`src/rtl/fetch_queue.sv`:
```
// fetch_queue: instruction fetch front end feeding the IF/ID register.
// Owns the fetch PC, issues one word request at a time to a fixed one-cycle
// latency instruction memory, buffers returned words with their PCs in a
// DEPTH-entry FIFO and hands them to decode. A redirect from EX flushes the
// queue and restarts fetch at the target.
//
// Optional build macro: FETCH_QUEUE_BYPASS_EN
//   When defined, a response arriving while the queue is empty is presented
//   to decode in the same cycle and, if accepted, never written to storage.
//   When undefined, decode only ever sees queue storage (2-cycle minimum
//   request-to-instr_valid latency).
//
// Handshake: a decode transfer happens in a cycle where instr_valid and
// instr_ready are both high and redirect_valid is low; instr_valid never
// depends on instr_ready, and instr_ready while instr_valid is low is ignored.
module fetch_queue #(
    parameter int               WIDTH    = 32,
    parameter int               DEPTH    = 4,
    parameter logic [WIDTH-1:0] RESET_PC = '0
) (
    input  logic             clk,
    input  logic             rst,
    output logic             imem_req_valid,
    output logic [WIDTH-1:0] imem_req_addr,
    input  logic             imem_rsp_valid,
    input  logic [WIDTH-1:0] imem_rsp_data,
    input  logic             redirect_valid,
    input  logic [WIDTH-1:0] redirect_pc,
    output logic             instr_valid,
    output logic [WIDTH-1:0] instr,
    output logic [WIDTH-1:0] instr_pc,
    input  logic             instr_ready
);

    localparam int PW = (DEPTH > 1) ? $clog2(DEPTH) : 1;
    localparam int CW = PW + 1;
    localparam logic [CW:0] DEPTH_V = (CW + 1)'(DEPTH);

    logic [WIDTH-1:0] pc;
    logic [WIDTH-1:0] rsp_pc;
    logic             inflight;
    logic [CW-1:0]    count;
    logic [PW-1:0]    rd_ptr;
    logic [PW-1:0]    wr_ptr;
    logic [WIDTH-1:0] data_mem [DEPTH];
    logic [WIDTH-1:0] pc_mem   [DEPTH];

    logic             empty;
    logic             rsp_ok;
    logic             bypass_take;
    logic             push;
    logic             pop;
    logic [CW:0]      occupancy;

    assign empty     = (count == '0);
    // A response only counts when we actually have a request outstanding and
    // no redirect is discarding it this cycle.
    assign rsp_ok    = imem_rsp_valid & inflight & ~redirect_valid;
    // Slots already promised: stored entries plus the word still in flight.
    // Pops this cycle are deliberately not credited.
    assign occupancy = {1'b0, count} + {{CW{1'b0}}, inflight};

    assign imem_req_valid = rst & ~redirect_valid & (occupancy < DEPTH_V);
    assign imem_req_addr  = pc;

`ifdef FETCH_QUEUE_BYPASS_EN
    assign bypass_take = empty & rsp_ok & instr_ready;
`else
    assign bypass_take = 1'b0;
`endif

    assign push = rsp_ok & ~bypass_take;
    assign pop  = ~empty & instr_ready & ~redirect_valid;

    // Decode-facing head: queue storage first, optionally the live response.
    always_comb begin
        instr_valid = 1'b0;
        instr       = '0;
        instr_pc    = '0;
        if (!empty) begin
            instr_valid = 1'b1;
            instr       = data_mem[rd_ptr];
            instr_pc    = pc_mem[rd_ptr];
        end
`ifdef FETCH_QUEUE_BYPASS_EN
        else if (rsp_ok) begin
            instr_valid = 1'b1;
            instr       = imem_rsp_data;
            instr_pc    = rsp_pc;
        end
`endif
    end

    // Fetch PC, in-flight tracking, FIFO pointers and occupancy.
    always_ff @(posedge clk or negedge rst) begin
        if (!rst) begin
            pc       <= RESET_PC;
            rsp_pc   <= '0;
            inflight <= 1'b0;
            count    <= '0;
            rd_ptr   <= '0;
            wr_ptr   <= '0;
        end else begin
            inflight <= imem_req_valid;
            if (imem_req_valid) begin
                rsp_pc <= pc;
            end
            if (redirect_valid) begin
                // Redirect wins over any push/pop this cycle.
                pc     <= redirect_pc;
                count  <= '0;
                rd_ptr <= '0;
                wr_ptr <= '0;
            end else begin
                if (imem_req_valid) begin
                    pc <= pc + WIDTH'(4);
                end
                if (push) begin
                    wr_ptr <= wr_ptr + 1'b1;
                end
                if (pop) begin
                    rd_ptr <= rd_ptr + 1'b1;
                end
                case ({push, pop})
                    2'b10:   count <= count + 1'b1;
                    2'b01:   count <= count - 1'b1;
                    default: count <= count;
                endcase
            end
        end
    end

    // Queue storage; contents are don't-care while count is zero.
    always_ff @(posedge clk) begin
        if (push) begin
            data_mem[wr_ptr] <= imem_rsp_data;
            pc_mem[wr_ptr]   <= rsp_pc;
        end
    end

`ifndef SYNTHESIS
    // A response with nothing outstanding is a memory protocol error; the
    // datapath already ignores it, this flags it in simulation.
    always_ff @(posedge clk) begin
        if (rst) begin
            assert (!(imem_rsp_valid && !inflight));
        end
    end
`endif

endmodule

```
`config.mk`:
```
export PLATFORM = sky130hd
export DESIGN_NAME = fetch_queue
export DESIGN_NICKNAME = d
export VERILOG_FILES = /design/src/rtl/fetch_queue.sv
export SDC_FILE = /design/constraint.sdc
export NUM_CORES = 1
export LEC_CHECK = 0
export CORE_MARGIN = 1.5
export CORE_UTILIZATION = 35
export CTS_CLUSTER_SIZE = 24
export DETAILED_ROUTE_END_ITERATION = 10
export GPL_TIMING_DRIVEN = 0
export PLACE_DENSITY = 0.64
export SYNTH_ARGS = -nofsm -noshare
export SYNTH_HDL_FRONTEND = slang
export SYNTH_SLANG_ARGS = --single-unit
```
`constraint.sdc`:
```
create_clock -name clk -period 5.3 [get_ports clk]
set_input_delay 1.06 -clock clk [delete_from_list [all_inputs] [get_ports clk]]
set_output_delay 1.06 -clock clk [all_outputs]
set_load 0.02 [all_outputs]
```
==> impl_metrics.toml <==
[outcome]
outcome = "complete, no violations"

[floorplanning]
fp.dieH_um = 197
rows = 71
start_util_pct = 35.4
coreArea_mm2 = 0.0374
dieArea_mm2 = 0.0390
io_pins = 167
die_w_um = 197

[run]
maxCapViolations = 0

[drt]
drt_iter0_drc = 500
routed_via_density = 4.90
drtAntennaViolNets = 0
wirelength_um = 30000
wl_per_cell_um = 19.1
vias = 7674
route.detailed.drc = 0
dr.pass1.iters = 5

[clocking]
cts_root_buf = "clkbuf_16"
clock-sinks = 328
hold_buffers = 0
cts_resized = 0
insertion_delay_ns = 0.53
cts_setup_buffers = 0
numCtsBuffers = 35
cts_tree = "yes"
htreeDepth = 2
cts.clk_slew.worst_paths_ns = 0.06
cts_buffer_depth = 3

[synth]
avgSynthCellArea_um2 = 16.5
synth_seq_cells = 328
synth_cell_types = 52
synth_ff_type = "edfxtp_1"
yosysSeqAreaShare_pct = 71.8
yosysWarnings = 0
synth_edf_count = 256
syn_area_mm2 = 0.0132
synthArstFlopShare_pct = 22.0
postSynthCellCount = 802
syn-num-nets = 877

[placement]
placed_area_mm2 = 0.0159
port_buffers = 166
dp_slack_ns = 0.824
dp_cells = 1506
dp_hpwl_um = 21100
gp_congestion = 0.857

[power_and_ir_drop]
p_int_mw = 5.63
seq_power_share_pct = 40.7
peakVddDrop_mv = 0.235
power_frac_clock_pct = 29.5
power.switching_mw = 2.44
combPwrFrac_pct = 29.7
p_total_mw = 8.07
powerDensity_mw_per_mm2 = 474
swShare_pct = 30.3
p_leak_nw = 5.93

[global_routing]
grt_max_degree = 57
grt_antenna_before_repair = 0
grt_pass1_wl_um = 45900
track_usage_pct = 15.6
grt_overflow = 0
first_global_vias = 7888

[finish]
final_util_pct = 45.5
nets = 1107
layout.cell_area.non_filler_mm2 = 0.0170
syn2layout_area_growth_pct = 28.7
drive_gt1_share_pct = 16.1
n_antenna_cell = 0
fin_cells = 1566

[setup_path]
r2r_start = "count[0]$_DFFE_PN0P_"
cp.arrival_ns = 3.37
end_kind = "output pin"
rr_worst_depth = 9
startpoint = "rst"
cp-start-kind = "input port"
cp_max_fo = 56
critPathKind = "input port to output pin"
cp.required_ns = 4.24

[timing]
relSlewSlack_pct = 36.6
period_minus_slack_ns = 4.43
final-setup-viol-count = 0
slew_viol_final = 0
rsz0062_at_grt = "false"
setup_ws_ns = 0.874
finalClockSkew_ns = 0.0139
max_freq_mhz = 226
finalCritPeriodShare_pct = 83.5
max_slew.worst_pin.slew_ns = 0.950
hold_violations = 0

[worst_hold_path]
min_path_type = "input port to async pin"
## kinds of logic (layout without fill, tap and decap cells)
kind of cell,count (synthesis),count (layout),share of synthesized area (%)
xor gates and xnor gates,7,7,0.464
and+or+nand+nor,280,280,10.7
AOI/OAI and AO/OA,65,65,3.59
DFF,328,328,71.8
muxes,68,68,11.2
buffers and inverters,48,301,1.60
adders and majority gates,6,6,0.625
## through the flow
step	TNS, ns	hold WS (ns)
2_1_floorplan	-267.82	0.476
3_3_place_gp	-1405.29	0.492
3_5_place_dp	0	0.506
4_1_cts	0	0.406
5_1_grt	0	0.416
6_report	0	0.422
## layer usage
metal	share of wire (%)	GRT usage [%]	wire length (um)
met5	0	0	0
met4	1.9	4.38	568
met1	46	21.8	13900
met2	47	25.1	14000
met3	5.0	2.75	1490
## critical path: stages
cell and delay [ns]:
buf_4 0.27, buf_16 0.30, nand3_1 0.17, inv_1 0.10, buf_2 0.25, buf_4 0.23, buf_2 0.28, clkdlybuf4s50_1 0.67
## cells in the final DEF, fill, tap and decap left out, types with 15 or more instances in the layout
cell / n
nor2_1: 16
mux4_2: 64
nand3_1: 20
clkbuf_16: 35
dfrtp_1: 72
clkbuf_1: 35
clkdlybuf4s50_1: 165
o211ai_1: 15
nand2_1: 134
and2_1: 66
buf_6: 20
edfxtp_1: 256
## final timing paths
check,endpoint,slack (ns)
hold / removal,rsp_pc[11]$_DFFE_PN0P_,0.42
setup / recovery,imem_req_valid,0.87
max in group asynchronous,rd_ptr[0]$_DFFE_PN0P_,4.31
hold reg to reg,pc_mem[0][10]$_DFFE_PP_,0.51
min in group clk,pc_mem[0][10]$_DFFE_PP_,0.51
setup reg to reg,count[2]$_DFFE_PN0P_,2.79
## state kept, by name (all words and copies together) (netlist names)
name and count:
rsp_pc 32, imem_req_addr 32, data_mem 128, count 3
pc_mem 128, wr_ptr 2, rd_ptr 2, inflight 1
## Yosys cell counts, types with 3 or more instances
library cell | n | area (um^2)
dfrtp_1 | 72 | 1800
nor2_1 | 16 | 60.1
and2_1 | 66 | 413
o211ai_1 | 15 | 113
xnor2_1 | 3 | 26.3
nand2_1 | 134 | 503
buf_2 | 12 | 60.1
edfxtp_1 | 256 | 7690
or3_1 | 3 | 18.8
nand3_1 | 20 | 100
nor3_1 | 6 | 30.0
a21oi_1 | 7 | 35.0
mux4_2 | 64 | 1440
and3_1 | 3 | 18.8
nor3b_1 | 7 | 52.6
clkbuf_1 | 25 | 93.8
ha_1 | 5 | 62.6
nor4_1 | 3 | 18.8
nand4_1 | 8 | 50.1
inv_1 | 6 | 22.5
xor2_1 | 4 | 35.0
o311ai_0 | 7 | 61.3
a221o_1 | 7 | 70.1
o21ai_0 | 14 | 70.1
## final cells by class
class,count,area (um^2)
repair buffers,193,2000
fillers,3251,20400
clock inverters,12,175
plain buffers,42,189
flip-flops and latches,328,9490
inverters,6,22.5
well taps,511,639
clock buffers,48,955
multi-input cells,426,3550
## power by group through the flow
stage / logic, mW / registers [mW] / clock network [mW]
2_1_floorplan: 1.36 / 3.30 / 0
3_3_place_gp: 2.43 / 3.33 / 0
3_5_place_dp: 2.46 / 3.34 / 0
4_1_cts: 2.47 / 3.29 / 2.45
5_1_grt: 2.60 / 3.32 / 2.55
6_report: 2.40 / 3.29 / 2.38
Power figures use the tool's default switching activity.
